[src/rtl/clk_div_ctrl.sv]
// Programmable clock-divider controller: derives a glitch-free divided clock bclk
// and a per-period tick from mclk, with start/stop and divisor changes on period boundaries.
module clk_div_ctrl #(
    parameter int DIV_W       = 8,
    parameter int DEFAULT_DIV = 4
) (
    input  logic             mclk,
    input  logic             rst_n,
    input  logic             en,
    input  logic             div_req,
    input  logic [DIV_W-1:0] div_val,
    output logic             div_ack,
    output logic             div_err,
    output logic             bclk,
    output logic             tick,
    output logic             running,
    output logic [DIV_W-1:0] cur_div
);

    typedef enum logic [1:0] {IDLE, RUN, STOPPING} state_t;

    state_t           state, state_nxt;
    logic [DIV_W-1:0] cnt, cnt_nxt;
    logic [DIV_W-1:0] div_nxt;
    logic [DIV_W-1:0] new_div, new_div_nxt;
    logic [DIV_W-1:0] req_div;
    logic [DIV_W-1:0] last_cnt;
    logic             pending, pending_nxt;
    logic             req_busy;
    logic             accept, have_req, at_end;
    logic             ack_nxt, err_nxt, bclk_nxt, tick_nxt;

    // A request is only fresh once div_req has been seen low after the previous one.
    assign accept   = div_req && !pending && !req_busy;
    assign have_req = pending || accept;
    assign req_div  = pending ? new_div : div_val;
    assign last_cnt = cur_div - DIV_W'(1);
    assign at_end   = (state != IDLE) && (cnt == last_cnt);
    assign running  = (state != IDLE);

    always_comb begin
        // NOTE: every signal gets a default here so no path leaves it unassigned (no latch).
        state_nxt   = state;
        cnt_nxt     = cnt;
        div_nxt     = cur_div;
        new_div_nxt = new_div;
        pending_nxt = 1'b0;
        ack_nxt     = 1'b0;
        err_nxt     = 1'b0;

        if (have_req) begin
            if (req_div < DIV_W'(2)) begin
                ack_nxt = 1'b1;
                err_nxt = 1'b1;
            end else if (state == IDLE || at_end) begin
                ack_nxt = 1'b1;
                div_nxt = req_div;
            end else begin
                pending_nxt = 1'b1;
                new_div_nxt = req_div;
            end
        end

        case (state)
            IDLE: begin
                if (en) begin
                    state_nxt = RUN;
                    cnt_nxt   = '0;
                end
            end
            RUN: begin
                cnt_nxt = at_end ? '0 : cnt + DIV_W'(1);
                if (!en) state_nxt = STOPPING;
            end
            STOPPING: begin
                cnt_nxt = at_end ? '0 : cnt + DIV_W'(1);
                if (en)          state_nxt = RUN;
                else if (at_end) state_nxt = IDLE;
            end
            default: begin
                state_nxt = IDLE;
                cnt_nxt   = '0;
            end
        endcase

        // Outputs are registered from next-state values so they line up with cnt/state.
        bclk_nxt = (state_nxt != IDLE) && (cnt_nxt < (div_nxt >> 1));
        tick_nxt = (state_nxt != IDLE) && (cnt_nxt == '0);
    end

    always_ff @(posedge mclk or negedge rst_n) begin
        if (!rst_n) begin
            state    <= IDLE;
            cnt      <= '0;
            cur_div  <= DIV_W'(DEFAULT_DIV);
            new_div  <= DIV_W'(DEFAULT_DIV);
            pending  <= 1'b0;
            req_busy <= 1'b0;
            bclk     <= 1'b0;
            tick     <= 1'b0;
            div_ack  <= 1'b0;
            div_err  <= 1'b0;
        end else begin
            // NOTE: non-blocking assignments so every register samples pre-edge values.
            state    <= state_nxt;
            cnt      <= cnt_nxt;
            cur_div  <= div_nxt;
            new_div  <= new_div_nxt;
            pending  <= pending_nxt;
            req_busy <= div_req && (req_busy || accept);
            bclk     <= bclk_nxt;
            tick     <= tick_nxt;
            div_ack  <= ack_nxt;
            div_err  <= err_nxt;
        end
    end

endmodule

[config.mk]
export PLATFORM = sky130hd
export DESIGN_NAME = clk_div_ctrl
export DESIGN_NICKNAME = d
export VERILOG_FILES = /design/src/rtl/clk_div_ctrl.sv
export SDC_FILE = /design/constraint.sdc
export NUM_CORES = 1
export LEC_CHECK = 0
export ABC_CLOCK_PERIOD_IN_PS = 4150
export CORE_UTILIZATION = 40
export DETAILED_ROUTE_END_ITERATION = 10
export GPL_TIMING_DRIVEN = 0
export SKIP_CTS_REPAIR_TIMING = 1
export SLEW_MARGIN = 15
export SYNTH_ARGS = -nofsm -noshare
export SYNTH_HDL_FRONTEND = slang
export SYNTH_SLANG_ARGS = --single-unit
[constraint.sdc]
create_clock -name mclk -period 4.15 [get_ports mclk]
set_clock_uncertainty 0.1 [all_clocks]
set_input_delay 1.0375 -clock mclk [delete_from_list [all_inputs] [get_ports mclk]]
set_output_delay 1.0375 -clock mclk [all_outputs]
set_load 0.02 [all_outputs]
# After elaboration in Yosys (flattened, before gate mapping)
# Index checks and enable logic that the tools add are counted.
classes:
  addsub: 2
  magnitude_cmp: 2
  eq_ne: 3
  mux: 20
  bitwise_logic: 2
  n_reduce_logical: 18
ops:
  columns: ["op", "count"]
  rows:
  - ["two-way mux 8 bit", 6]
  - ["case mux 8 bit (2 select lines)", 1]
  - ["adder 8 x 1 -> 8 bit (second input constant)", 1]
  - ["equality test 8 bit", 1]
  - ["zero test 8 bit", 1]
  - ["less-than comparator 8 x 2 -> 1 bit (second input constant)", 1]
  - ["less-than comparator 8 x 7 -> 1 bit", 1]
  - ["two-way mux 1 bit", 8]
  - ["two-way mux 2 bit", 4]
  - ["subtractor 8 x 1 -> 8 bit (second input constant)", 1]
  - ["logical AND 1 bit", 6]
  - ["case mux 2 bit (3 select lines)", 1]
  - ["AND reduction 3 bit", 2]
  - ["nonzero test 2 bit", 2]
  - ["logical OR 1 bit", 3]
  - ["equality test 2 x 1 -> 1 bit (second input constant)", 1]
  - ["equality test 2 bit (second input constant)", 1]
  - ["zero test 1 bit", 2]
  - ["zero test 2 bit", 1]
  - ["inverter 1 bit", 2]
  - ["OR reduction 2 bit", 1]
totals:
  register_bits: 32
  word_cells: 58

# Longest topological paths before layout
logic_depth:
  word_depth: 9
  mapped_depth: 16
  ltp_nobuf: 15

# Worst setup path after synthesis
# Ideal clock, no wire load.
synth_timing:
  path_type: "flip-flop to flip-flop"
  startpoint: "reg cur_div[7]"
  endpoint: "reg bclk"
  setup_ns: 0.077
  arrival_ns: 3.153
  required_time_ns: 3.973
  slack_ns: 0.820
  path_stages_with_launch: 16
  path_buffers: 2
  path_cell_list: "dfrtp_1 > xor2_1 > or4b_1 > a21oi_1 > nor3_1 > o31a_1 > nor2b_1 > buf_2 > buf_2 > a21o_1 > ha_1 > o21a_1 > o21a_1 > o2111ai_1 > a221oi_1 > a21oi_1"
synth_between:
  elab_chain_len: 9
  word_cells_on_any_way: 15
  cone_classes: "1 x add/sub; 1 x order compare; 1 x eq/ne; 8 x mux; 4 x reduce/logical"
synth_lines:
  columns: ["item", "line_no", "rtl"]
  rows:
  - ["from (decl)", "17", "output logic [DIV_W-1:0] cur_div"]
  - ["from (signal assigned)", "95", "cur_div <= DIV_W'(DEFAULT_DIV);"]
  - ["from (signal assigned)", "107", "cur_div <= div_nxt;"]
  - ["subtractor 8 x 1 -> 8 bit", "37", "assign last_cnt = cur_div - DIV_W'(1);"]
  - ["equality test 8 bit", "38", "assign at_end = (state != IDLE) && (cnt == last_cnt);"]
  - ["logical AND 1 bit", "38", null]
  - ["logical OR 1 bit", "55", "end else if (state == IDLE || at_end) begin"]
  - ["two-way mux 8 bit", "55", null]
  - ["two-way mux 8 bit", "52", "if (req_div < DIV_W'(2)) begin"]
  - ["two-way mux 8 bit", "51", "if (have_req) begin"]
  - ["less-than comparator 8 x 7 -> 1 bit", "87", "bclk_nxt = (state_nxt != IDLE) && (cnt_nxt < (div_nxt >> 1));"]
  - ["logical AND 1 bit *", "87", null]
  - ["net bclk_nxt", "31", "logic ack_nxt, err_nxt, bclk_nxt, tick_nxt;"]
  - ["to (signal assigned)", "111", "bclk <= bclk_nxt;"]
  - ["to (decl)", "14", "output logic bclk,"]
# The timed path passes the listed nets; every way through them passes the cells marked *.
# A chain may end at the register's enable or synchronous reset.

# Worst setup path after layout
layout_timing:
  startpoint: "in div_val[5]"
  endpoint: "reg bclk"
layout_between:
  elab_chain_len: 6
  word_cells_on_any_way: 7
  cone_classes: "2 x order compare; 4 x mux; 1 x reduce/logical"
layout_lines:
  columns: ["item", "line_no", "rtl"]
  rows:
  - ["from (decl)", "11", "input logic [DIV_W-1:0] div_val,"]
  - ["two-way mux 8 bit *", "36", "assign req_div = pending ? new_div : div_val;"]
  - ["less-than comparator 8 x 2 -> 1 bit / two-way mux 8 bit (equally long branches)", "52, 55", null]
  - ["two-way mux 8 bit *", "52", null]
  - ["two-way mux 8 bit *", "51", null]
  - ["less-than comparator 8 x 7 -> 1 bit *", "87", null]
  - ["logical AND 1 bit *", "87", null]
  - ["net bclk_nxt", "31", null]
# Marked as above.

==> impl_metrics.toml <==
[worst_setup_path]
critPathBufInv = 3
r2r_cells = 14
crit_type = "in -> reg"
timing.rr.start = "cur_div[3]$_DFF_PN0_"
worst_ep_required_time_ps = 4250
cp-end-kind = "flop"
crit_path_max_fanout = 10
crit_family = "compound AO/OA/AOI/OAI gates"
ff2ff_setup_slack_ps = 390
r2r_end = "bclk$_DFF_PN0_"
arrival_ps = 4050
worstPathCellList = "clkdlybuf4s50_1 -> nor4_1 -> a21oi_1 -> nor2b_1 -> nor2b_1 -> buf_2 -> buf_2 -> a21o_1 -> ha_1 -> o21a_1 -> o21a_1 -> o2111ai_1 -> a221oi_1 -> a21oi_1"
start_kind = "input port"
critical-path-max-stage-delay_ps = 510
cp_slowest_cell = "clkdlybuf4s50_1"

[floorplanning]
dieArea_sq_um = 5580
die_w_um = 74.7
io_pins = 25
initial_core_util = 0.414
rows = 26
coreArea_sq_um = 5110
die_h_um = 74.7

[hold_path]
hp-class = "reg -> reg"
hold_end = "new_div[0]$_DFFE_PN0P_"
hp-start = "new_div[0]$_DFFE_PN0P_"
hold_depth = 1

[global_routing]
track_usage = 0.188
grt_pass1_wl_um = 7810
grt_pass1_vias = 1629
overflow = 0
grt_max_degree = 33
antenna_found_initial = 0

[pwr]
swShare = 0.419
peakVddDrop_v = 0.000352
power_frac_seq = 0.298
switchingPower_uw = 803
power_leakage_uw = 0.00116
pwr-share-clk = 0.156
comb_power_share = 0.546
p_per_area_nw_per_um2 = 753
p_int_uw = 1110

[timing]
layout_min_cycle_time_ps = 3950
hold_viol = 0
rsz0062_at_grt = "false"
worstMarginPinSlew_ps = 728
slew_violations = 0
slew-limit-headroom = 0.514
setup_viol = 0
fmax_mhz = 253
setup_tns_ps = 0
holdWs_ps = 421
post-route-period-util = 0.951

[final_layout]
stdcell_count = 324
diodes = 0
fill_cells = 502
areaGrowthSynthToFinish_pct = 20.4
finalNetCount = 277
drive_gt1_frac = 0.122
final_core_util = 0.498

[synth]
ys.flop_type = "dfrtp_1"
yosysTopAreaCell = "dfrtp_1"
seq_area_frac_synth = 0.380
yosys_warnings = 0
synth_cell_type_count = 54
synth_area_sq_um = 2110
ys_top_cells_by_area = "dfrtp_1 (36%), ha_1 (7.1%), mux2_4 (5.7%)"
ys_ff_latch = 32
async_flop_share = 1.00
avgSynthCellArea_sq_um = 9.52
synth_top_area_share = 0.355
syn_nets = 246
synth-edff-count = 0
netlist_instances = 222

[clock_network]
clk_latency_ps = 280
cts_root_buf = "clkbuf_8"
cts_sinks = 32
numCtsBuffers = 5
cts_tree = "built"
path_clk_slew_ps = 70
cts.htree.levels = 2
cts_buffer_depth = 2

[routing]
wl_per_cell_um = 14.9
drt_iter0_markers = 86
antenna_left = 0
via_count = 1749
via_per_inst = 5.40
drtPass1Iterations = 4
drc_errors = 0
finalWirelength_um = 4820

[job]
drv_cap = 0

[placed_design]
place.gp.congestion = 0.817
hpwl_um = 3680
port_buffers = 24
dp.cells = 316

[outcome]
status = "complete, no violations"
## synthesized netlist by cell type, types with 3 or more instances
master	count
a21o_1	7
a21oi_1	18
a221oi_1	3
clkbuf_1	4
dfrtp_1	30
ha_1	12
inv_1	12
mux2_4	8
mux2i_1	7
nand2_1	17
nor2_1	21
nor2b_1	4
nor3_1	7
nor4_1	4
o21ai_0	8
or2_2	3
xnor2_1	4
xor2_1	7
## registers in the layout, indices dropped and copies added, names as in the netlist
| register | cells |
|---|---|
| req_busy | 1 |
| new_div | 8 |
| div_err | 1 |
| pending | 1 |
| div_ack | 1 |
| cnt | 8 |
| bclk | 1 |
| tick | 1 |
| cur_div | 8 |
| state | 2 |
## power groups by stage
stage | combinational, uW | sequential (uW) | clock (uW)
5_1_grt | 1150 | 590 | 320
3_3_place_gp | 1040 | 575 | 0
3_5_place_dp | 1050 | 578 | 0
2_1_floorplan | 700 | 603 | 0
6_report | 1050 | 571 | 299
4_1_cts | 1050 | 573 | 307
## through the flow
step	instance area, sq um	setup slack (ps)	power, uW
3_3_place_gp	2440	-84.7	1610
3_5_place_dp	2440	-61.2	1620
2_1_floorplan	2110	820	1300
4_1_cts	2540	219	1930
6_report	2540	201	1920
5_1_grt	2540	25.3	2060
## kinds of logic (layout without fill, tap and decap cells)
group | count (synthesis) | count (layout) | share of synthesized area
xor gates and xnor gates | 11 | 11 | 0.0456
adders and majority gates | 12 | 12 | 0.0710
buffers and inverters | 21 | 53 | 0.0438
AOI/OAI and AO/OA | 60 | 60 | 0.198
muxes | 15 | 15 | 0.0900
DFF | 32 | 32 | 0.380
and+or+nand+nor | 71 | 71 | 0.171
## per-layer routing
layer / global-route usage / vias up / part of all wire
met5: 0 / - / 0
met4: 0.0671 / 0 / 0.020
met3: 0.0442 / 10 / 0.055
met2: 0.280 / 52 / 0.45
met1: 0.268 / 820 / 0.48
li1: - / 867 / -
## layout by cell type (no fill, tap or decap), types with 2 or more instances in the layout
| cell | count |
|---|---|
| dfrtp_1 | 30 |
| clkdlybuf4s50_1 | 23 |
| nor2_1 | 21 |
| a21oi_1 | 18 |
| nand2_1 | 17 |
| inv_1 | 12 |
| ha_1 | 12 |
| o21ai_0 | 8 |
| mux2_4 | 8 |
| nor3_1 | 7 |
| xor2_1 | 7 |
| mux2i_1 | 7 |
| a21o_1 | 7 |
| clkbuf_1 | 5 |
| clkbuf_8 | 5 |
| nor4_1 | 4 |
| xnor2_1 | 4 |
| nor2b_1 | 4 |
| or2_2 | 3 |
| a221oi_1 | 3 |
| buf_2 | 3 |
| and3_1 | 2 |
| a31oi_1 | 2 |
| and4_1 | 2 |
| o2111ai_1 | 2 |
| nand3_1 | 2 |
| o31ai_1 | 2 |
| a22o_1 | 2 |
| o21a_1 | 2 |
| dfstp_2 | 2 |
## cell type report
class | count | area [sq um] | area share
buffer | 9 | 47.5 | 0.0187
timing repair buffer | 24 | 235 | 0.0925
inverter | 12 | 45.0 | 0.0177
multi-input combinational | 169 | 1220 | 0.479
tap | 70 | 87.6 | 0.0344
clock inverter | 2 | 35.0 | 0.0138
clock buffer | 6 | 72.6 | 0.0285
sequential | 32 | 803 | 0.316
## how the worst max path moves through the flow
stage                               from              to  slack [ps]  cells past startpoint
finish                        div_val[5]  bclk$_DFF_PN0_         200                     14
detailed placement            div_val[5]  bclk$_DFF_PN0_         -60                     14
floorplan           cur_div[7]$_DFF_PN0_  bclk$_DFF_PN0_         820                     15
global placement              div_val[5]  bclk$_DFF_PN0_         -80                     14
global route                  div_val[5]  bclk$_DFF_PN0_          30                     14
CTS                           div_val[5]  bclk$_DFF_PN0_         220                     14
(Power assumes the default switching activity.)
